File: src/rtl/shift_pkg.sv
// Shared constants for the shift sequencer: barrel shift-type codes and FSM state encoding.
package shift_pkg;

  localparam logic [1:0] SC_LSL = 2'd0;
  localparam logic [1:0] SC_LSR = 2'd1;
  localparam logic [1:0] SC_ASR = 2'd2;
  localparam logic [1:0] SC_ROR = 2'd3;

  localparam logic [1:0] ST_IDLE  = 2'd0;
  localparam logic [1:0] ST_ISSUE = 2'd1;
  localparam logic [1:0] ST_WAIT  = 2'd2;
  localparam logic [1:0] ST_HOLD  = 2'd3;

endpackage

File: src/rtl/shift_cmd_fifo.sv
// Command queue: DEPTH entries of {data, sc, amt}, wrap-around pointers, occupancy count.
module shift_cmd_fifo #(
  parameter int WIDTH = 8,
  parameter int DEPTH = 4
) (
  input  logic                   clk,
  input  logic                   clear,
  input  logic                   push,
  input  logic [WIDTH+4:0]       push_data,
  input  logic                   pop,
  output logic [WIDTH+4:0]       pop_data,
  output logic                   full,
  output logic                   empty,
  output logic [$clog2(DEPTH):0] count
);

  localparam int AW = $clog2(DEPTH);
  localparam int EW = WIDTH + 5;

  logic [EW-1:0] mem_q [DEPTH];
  logic [EW-1:0] mem_d [DEPTH];
  logic [AW-1:0] wr_ptr_q, wr_ptr_d;
  logic [AW-1:0] rd_ptr_q, rd_ptr_d;
  logic [AW:0]   count_q, count_d;
  logic          do_push, do_pop;

  assign full     = (count_q == (AW+1)'(DEPTH));
  assign empty    = (count_q == '0);
  assign count    = count_q;
  assign pop_data = mem_q[rd_ptr_q];

  // Guard internally so a misbehaving caller can never overrun or underrun the queue.
  assign do_push = push && !full;
  assign do_pop  = pop && !empty;

  always_comb begin
    mem_d    = mem_q;
    wr_ptr_d = wr_ptr_q;
    rd_ptr_d = rd_ptr_q;
    count_d  = count_q;
    if (do_push) begin
      mem_d[wr_ptr_q] = push_data;
      wr_ptr_d        = wr_ptr_q + 1'b1;
    end
    if (do_pop) begin
      rd_ptr_d = rd_ptr_q + 1'b1;
    end
    case ({do_push, do_pop})
      2'b10:   count_d = count_q + 1'b1;
      2'b01:   count_d = count_q - 1'b1;
      default: count_d = count_q;
    endcase
  end

  always_ff @(posedge clk or posedge clear) begin
    if (clear) begin
      mem_q    <= '{default: '0};
      wr_ptr_q <= '0;
      rd_ptr_q <= '0;
      count_q  <= '0;
    end else begin
      mem_q    <= mem_d;
      wr_ptr_q <= wr_ptr_d;
      rd_ptr_q <= rd_ptr_d;
      count_q  <= count_d;
    end
  end

endmodule

File: src/rtl/shift_sequencer.sv
// Sequences queued shift commands into a barrel register stage one at a time and
// holds each returned result until the downstream consumer accepts it.
module shift_sequencer
  import shift_pkg::*;
#(
  parameter int WIDTH   = 8,
  parameter int DEPTH   = 4,
  parameter int RES_LAT = 1
) (
  input  logic                   clk,
  input  logic                   clear,
  input  logic                   cmd_valid,
  output logic                   cmd_ready,
  input  logic [WIDTH-1:0]       cmd_data,
  input  logic [1:0]             cmd_sc,
  input  logic [2:0]             cmd_amt,
  output logic                   load,
  output logic [WIDTH-1:0]       data_out,
  output logic [1:0]             sc,
  output logic [2:0]             amt,
  input  logic [WIDTH-1:0]       r_in,
  output logic                   res_valid,
  input  logic                   res_ready,
  output logic [WIDTH-1:0]       res_data,
  output logic                   busy,
  output logic [$clog2(DEPTH):0] count
);

  logic [1:0]       state_q, state_d;
  logic [WIDTH-1:0] data_q, data_d;
  logic [1:0]       sc_q, sc_d;
  logic [2:0]       amt_q, amt_d;
  logic [2:0]       wcnt_q, wcnt_d;
  logic             res_valid_q, res_valid_d;
  logic [WIDTH-1:0] res_q, res_d;

  logic             push, pop, full, empty;
  logic [WIDTH+4:0] head;

  // cmd_ready is gated by clear so it reads 0 for the whole reset interval.
  assign cmd_ready = !clear && !full;
  assign push      = cmd_valid && cmd_ready;

  shift_cmd_fifo #(.WIDTH(WIDTH), .DEPTH(DEPTH)) u_fifo (
    .clk       (clk),
    .clear     (clear),
    .push      (push),
    .push_data ({cmd_data, cmd_sc, cmd_amt}),
    .pop       (pop),
    .pop_data  (head),
    .full      (full),
    .empty     (empty),
    .count     (count)
  );

  always_comb begin
    state_d     = state_q;
    data_d      = data_q;
    sc_d        = sc_q;
    amt_d       = amt_q;
    wcnt_d      = wcnt_q;
    res_valid_d = res_valid_q;
    res_d       = res_q;
    pop         = 1'b0;
    case (state_q)
      ST_IDLE: begin
        if (!empty) begin
          pop     = 1'b1;
          state_d = ST_ISSUE;
        end
      end
      ST_ISSUE: begin
        wcnt_d  = 3'(RES_LAT);
        state_d = ST_WAIT;
      end
      ST_WAIT: begin
        if (wcnt_q == 3'd1) begin
          res_d       = r_in;
          res_valid_d = 1'b1;
          state_d     = ST_HOLD;
        end else begin
          wcnt_d = wcnt_q - 3'd1;
        end
      end
      default: begin
        if (res_ready) begin
          res_valid_d = 1'b0;
          if (!empty) begin
            pop     = 1'b1;
            state_d = ST_ISSUE;
          end else begin
            state_d = ST_IDLE;
          end
        end
      end
    endcase
    if (pop) begin
      {data_d, sc_d, amt_d} = head;
    end
  end

  always_ff @(posedge clk or posedge clear) begin
    if (clear) begin
      state_q     <= ST_IDLE;
      data_q      <= '0;
      sc_q        <= '0;
      amt_q       <= '0;
      wcnt_q      <= '0;
      res_valid_q <= 1'b0;
      res_q       <= '0;
    end else begin
      state_q     <= state_d;
      data_q      <= data_d;
      sc_q        <= sc_d;
      amt_q       <= amt_d;
      wcnt_q      <= wcnt_d;
      res_valid_q <= res_valid_d;
      res_q       <= res_d;
    end
  end

  assign load      = (state_q == ST_ISSUE);
  assign sc        = load ? sc_q : 2'b00;
  assign data_out  = data_q;
  assign amt       = amt_q;
  assign busy      = (state_q != ST_IDLE);
  assign res_valid = res_valid_q;
  assign res_data  = res_q;

endmodule

File: config.mk
export PLATFORM = sky130hd
export DESIGN_NAME = shift_sequencer
export DESIGN_NICKNAME = d
export VERILOG_FILES = /design/src/rtl/shift_pkg.sv /design/src/rtl/shift_cmd_fifo.sv /design/src/rtl/shift_sequencer.sv
export SDC_FILE = /design/constraint.sdc
export NUM_CORES = 1
export LEC_CHECK = 0
export CAP_MARGIN = 20
export CORE_ASPECT_RATIO = 1.1
export CORE_MARGIN = 2
export CORE_UTILIZATION = 40
export DETAILED_ROUTE_END_ITERATION = 10
export GPL_TIMING_DRIVEN = 0
export PLACE_DENSITY = 0.68
export SLEW_MARGIN = 20
export SYNTH_ARGS = -nofsm -noshare
export SYNTH_HDL_FRONTEND = slang
export SYNTH_SLANG_ARGS = --single-unit
export TNS_END_PERCENT = 1
File: constraint.sdc
create_clock -name clk -period 3.7 [get_ports clk]
set_clock_uncertainty 0.2 [all_clocks]
set_input_delay 0.74 -clock clk [delete_from_list [all_inputs] [get_ports clk]]
set_output_delay 0.74 -clock clk [all_outputs]
set_load 0.1 [all_outputs]
# After elaboration in Yosys (flattened, before gate mapping)
# Cells that the tools add are included.
# W data, S select, Z words.
[totals] regBits=86 output_inout_bits=28 inputBits=25
[op_classes] addsub=5 n_reduce_logical=21 n_eq_ne=9 muxes=21 n_bitwise=3 magnitude_cmp=3
[op_table] operator="$bwmux W52" count=1
[op_table] operator="$mux W13" count=3
[op_table] operator="$bmux W13 S2" count=1
[op_table] operator="$demux W13 S2" count=1
[op_table] operator="$pmux W3 S2" count=2
[op_table] operator="$mux W2" count=4
[op_table] operator="$reduce_bool A2 Y1" count=4
[op_table] operator="$ge A3 B3 Y1 const B" count=2
[op_table] operator="$ne A2 B2 Y1 const B" count=3
[op_table] operator="$not A2 Y3" count=2
[op_table] operator="$pmux W2 S3" count=1
[op_table] operator="$reduce_and A3 Y1" count=2
[op_table] operator="$sub A3 B1 Y3 const B" count=2
[op_table] operator="$logic_and A1 B1 Y1" count=5
[op_table] operator="$mux W1" count=5
[op_table] operator="$add A2 B1 Y2 const B" count=2
[op_table] operator="$eq A2 B1 Y1 const B" count=2
[op_table] operator="$eq A2 B2 Y1 const B" count=2
[op_table] operator="$pmux W1 S2" count=2
[op_table] operator="$reduce_and A2 Y1" count=2
[op_table] operator="$reduce_bool A4 Y1" count=1
[op_table] operator="$reduce_or A2 Y1" count=2
[op_table] operator="$add A3 B1 Y3 const B" count=1
[op_table] operator="$eq A3 B1 Y1 const B" count=1
[op_table] operator="7 further kinds" count=9

# Longest topological paths before layout
[logic_depth] depth_word=7 mapped_depth=11

# Modules after synthesis
# Synthesis repeated with hierarchy kept, for this count alone.
[hier_totals] cells_unflattened=257 area_unflattened_um2=3966.3
[by_module_without_submodules] module="shift_cmd_fifo" instances=1 seq_area_each_um2=1476.4 area_each_um2=2670.1 cells_each=166
[by_module_without_submodules] module="shift_sequencer" instances=1 seq_area_each_um2=675.6 area_each_um2=1296.2 cells_each=91

# Worst setup path before layout
# OpenSTA, ideal clock, no wires.
[synth_timing] path_kind="input port to output port" startpoint="in clear" endpoint="out cmd_ready" n_path_buf=0 stages=2 setup_slack_ns=-0.724 arrival_time_ns=3.484 path_cell_list="inv_1 -> and2_1"
[synth_via] elab_chain_len=2
[synth_rtl] item="start: declaration" line_no="shift_sequencer.sv:11" rtl="input logic clear,"
[synth_rtl] item="$logic_not A1 Y1 (no line)"
[synth_rtl] item="$logic_and A1 B1 Y1" line_no="shift_sequencer.sv:41" rtl="assign cmd_ready = !clear && !full;"
[synth_rtl] item="end: declaration" line_no="shift_sequencer.sv:13" rtl="output logic cmd_ready,"
# No other way between the ends.

# Final worst setup path
[layout_timing] startpoint="reg state_q[1]" endpoint="out sc[0]"
[layout_via] elab_chain_len=2
[layout_rtl] item="start: declaration" line_no="shift_sequencer.sv:29" rtl="logic [1:0] state_q, state_d;"
[layout_rtl] item="start signal: assignment" line_no="shift_sequencer.sv:112" rtl="state_q <= state_d;"
[layout_rtl] item="$eq A2 B1 Y1" line_no="shift_sequencer.sv:122" rtl="assign load = (state_q == ST_ISSUE);"
[layout_rtl] item="$mux W2" line_no="shift_sequencer.sv:123" rtl="assign sc = load ? sc_q : 2'b00;"
[layout_rtl] item="end: declaration" line_no="shift_sequencer.sv:19" rtl="output logic [1:0] sc,"
# No other way between the ends.

==> run metrics <==
outcome finished clean; number of flops mapped to enable cells by yosys 0; share of layout cells above drive strength 1 36.11%; Port Buffer Count 52; Num CTS Buffers 9; Min-Delay Path Class reg -> reg; Routed WL per cell about 17 µm; Net count, final 356; flop2flop setup slack 850 ps; clk root buf clkbuf_8; end of the worst hold path u_fifo.mem_q[36]; XOR/XNOR Fraction of Synth Area 1.483%; largest net degree at the start of global routing 31; filler cell count 867; min-delay src u_fifo.mem_q[36]; Worst Hold Path Cells 1; Top Metal Used met4; Startpoint Class flop; Max-Cap Viols 0; Placer Congestion 0.7187; met2 wire length between 3 and 4 mm; Primary FF master, synth dfrtp_1; gr usage total between 10% and 20%; WP buf/inv 2; Post-Route WL 7.517 mm; Worst Hold Slack around 300 ps; adder-cell share of the synthesized area 3.812%; min cycle time layout 3475 ps; antenna-violating nets left 0; height of the die 110.6 µm; mux share of post-synthesis cell area 32.07%; clk sinks 86; vias in the first global route between 2000 and 2500; Mapped Nets 290; Syn Area/Cell around 16 µm²; DRT iter0 DRCs 65; Clock Pin Slew Worst Setup and Hold Paths 90 ps; Critical Path RT 2760 ps; M1 wire length around 3.7 mm; endpoint class of the critical path output pin; area leader, netlist dfrtp_1; crit-path cells inv_1, ha_1, and2_1, clkdlybuf4s50_1; compound-gate portion of the synthesized area between 1 and 1.5%; area of the die 11170 µm²; First-pass DRT Iterations 4; Post-Synth Simple-Gate Area slightly below 5%; Reg area roughly 2200 µm²; multi-input gate area in the final layout 1807 µm²; Core Area around 10000 µm²; CP max-delay cell clkdlybuf4s50_1; # rows 38; # setup viols final 0; count of cell types in the netlist 33; register area share after synthesis 52.04%; Worst-Skew Late Latency 350 ps; Reg2Reg Launch Point state_q[0]; period utilisation layout 93.92%; final core utilization 50.89%; crit path kind reg -> out; ant diodes 0; Mapped Area slightly above 4000 µm²; P&R area growth vs syn 22.87%; critical path peak fanout 8; unrepaired setup endpoints after global routing no; hold_buf cts 0; CTS tree yes; FF+latch count, synth 86; Gate Count Post-Synth 253; worst setup margin 225.0 ps; Final Hold Vio Count 0; Starting Density 41.42%; dpl hpwl 5.222 mm; r2r worst-path depth 11; H-tree depth 3; met3 wire len about 230 µm; ranking of synthesized cells by area dfrtp_1 (52%), mux2_4 (15%), mux2_2 (7.4%); die width 100.9 µm; grt ovf 0; CP top delay family buffers and inverters; clk buf depth 2; Slew headroom between 30% and 40%; Async S/R FF share, synth 100.0%; yosys warns 0; Via-to-Cell Ratio 5.086; Slew @ Worst Pin ~990 ps; first-pass GRT wire length approximately 12 mm; Vias 2258; Final Max Tran Viols 0; CP arrival 2530 ps; slowest stage delay, CP 1130 ps; FF-to-FF End u_fifo.count[2]; initial antenna violation count 0; Yosys top cell area share a little over half; Fmax between 200 and 300 MHz; largest family of logic cells by synthesized area multiplexers; top-level port count 53; dpl ws -81.16 ps; Post-CTS Setup Inserts 0; drt drc 0
-- what timing repair did --
| item | CTS | global route |
|---|---|---|
| setup endpoints to repair | 1 | 0 |
| hold endpoints to repair | 0 | 0 |
| gates resized for setup | 1 | 0 |
-- registers in the layout (all words and copies together), names as in the netlist --
| name | flops |
|---|---|
| u_fifo.count | 3 |
| u_fifo.wr_ptr_q | 2 |
| res_data | 8 |
| amt | 3 |
| u_fifo.rd_ptr_q | 2 |
| res_valid | 1 |
| wcnt_q | 3 |
| u_fifo.mem_q | 52 |
| state_q | 2 |
| sc_q | 2 |
| data_out | 8 |
-- per-layer routing --
layer  GRT usage, %  vias up
met5              0        -
met4          5.405        0
met3          2.595        6
met2          21.60       55
met1          20.92     1160
li1               -     1037
-- layout make-up --
cell class | count | area share, %
flip-flops and latches | 86 | 42.35
multi-input cells | 145 | 35.56
repair buffers | 55 | 11.55
well taps | 120 | 2.955
plain buffers | 10 | 2.586
clock buffers | 9 | 2.438
clock inverters | 7 | 1.601
inverters | 12 | 0.9604
-- cell usage in the layout (no fill, tap or decap), types with 2 or more instances in the layout --
| cell type | n |
|---|---|
| a21o_1 | 2 |
| a21oi_1 | 2 |
| and2_1 | 4 |
| buf_12 | 6 |
| buf_2 | 2 |
| buf_6 | 3 |
| clkbuf_8 | 9 |
| clkdlybuf4s50_1 | 51 |
| clkinv_4 | 2 |
| clkinvlp_4 | 2 |
| dfrtp_1 | 86 |
| ha_1 | 11 |
| inv_1 | 11 |
| inv_6 | 3 |
| mux2_1 | 7 |
| mux2_2 | 27 |
| mux2_4 | 40 |
| mux2i_1 | 5 |
| mux4_2 | 13 |
| nand2b_1 | 2 |
| nand3_4 | 4 |
| nand3b_1 | 2 |
| nor2_1 | 5 |
| nor3_1 | 3 |
| xnor2_1 | 3 |
| xor2_1 | 4 |
-- worst max-delay path by stage --
stage	slack, ps	from	to	depth (start not counted)
after floorplan	60	clear	cmd_ready	2
after global placement	-1680	clear	cmd_ready	4
after detailed placement	-80	clear	cmd_ready	4
after CTS	180	state_q[1]	sc[0]	4
after global routing	140	state_q[1]	sc[0]	4
final	230	state_q[1]	sc[0]	4
-- cells in the mapped netlist (all sizes together), types with 2 or more instances --
cell	count
ha	11
mux2i	5
a21oi	2
nor3	4
inv	12
nand2b	2
a21o	2
xnor2	3
mux2	74
buf	10
dfrtp	86
nor2	6
and2	4
nand3b	2
xor2	4
nand3	5
mux4	13
-- cells by family (layout without fill, tap and decap cells) --
kind of cell	after synthesis	after routing
AOI/OAI and AO/OA	8	8
DFF	86	86
muxes	92	92
buffers and inverters	22	93
adders and majority gates	12	12
xor gates and xnor gates	7	7
and+or+nand+nor	26	26
-- through the flow --
step	instance area, µm²	cells	TNS, ps
floorplan	4139	253	0
CTS	5081	444	0
global route	5081	444	0
detailed placement	4877	428	-81.16
global placement	4810	425	-1682
finish	5081	444	0
Power is not shown: default switching activity piles up to over one toggle a cycle in this logic, so the estimate is an artifact.
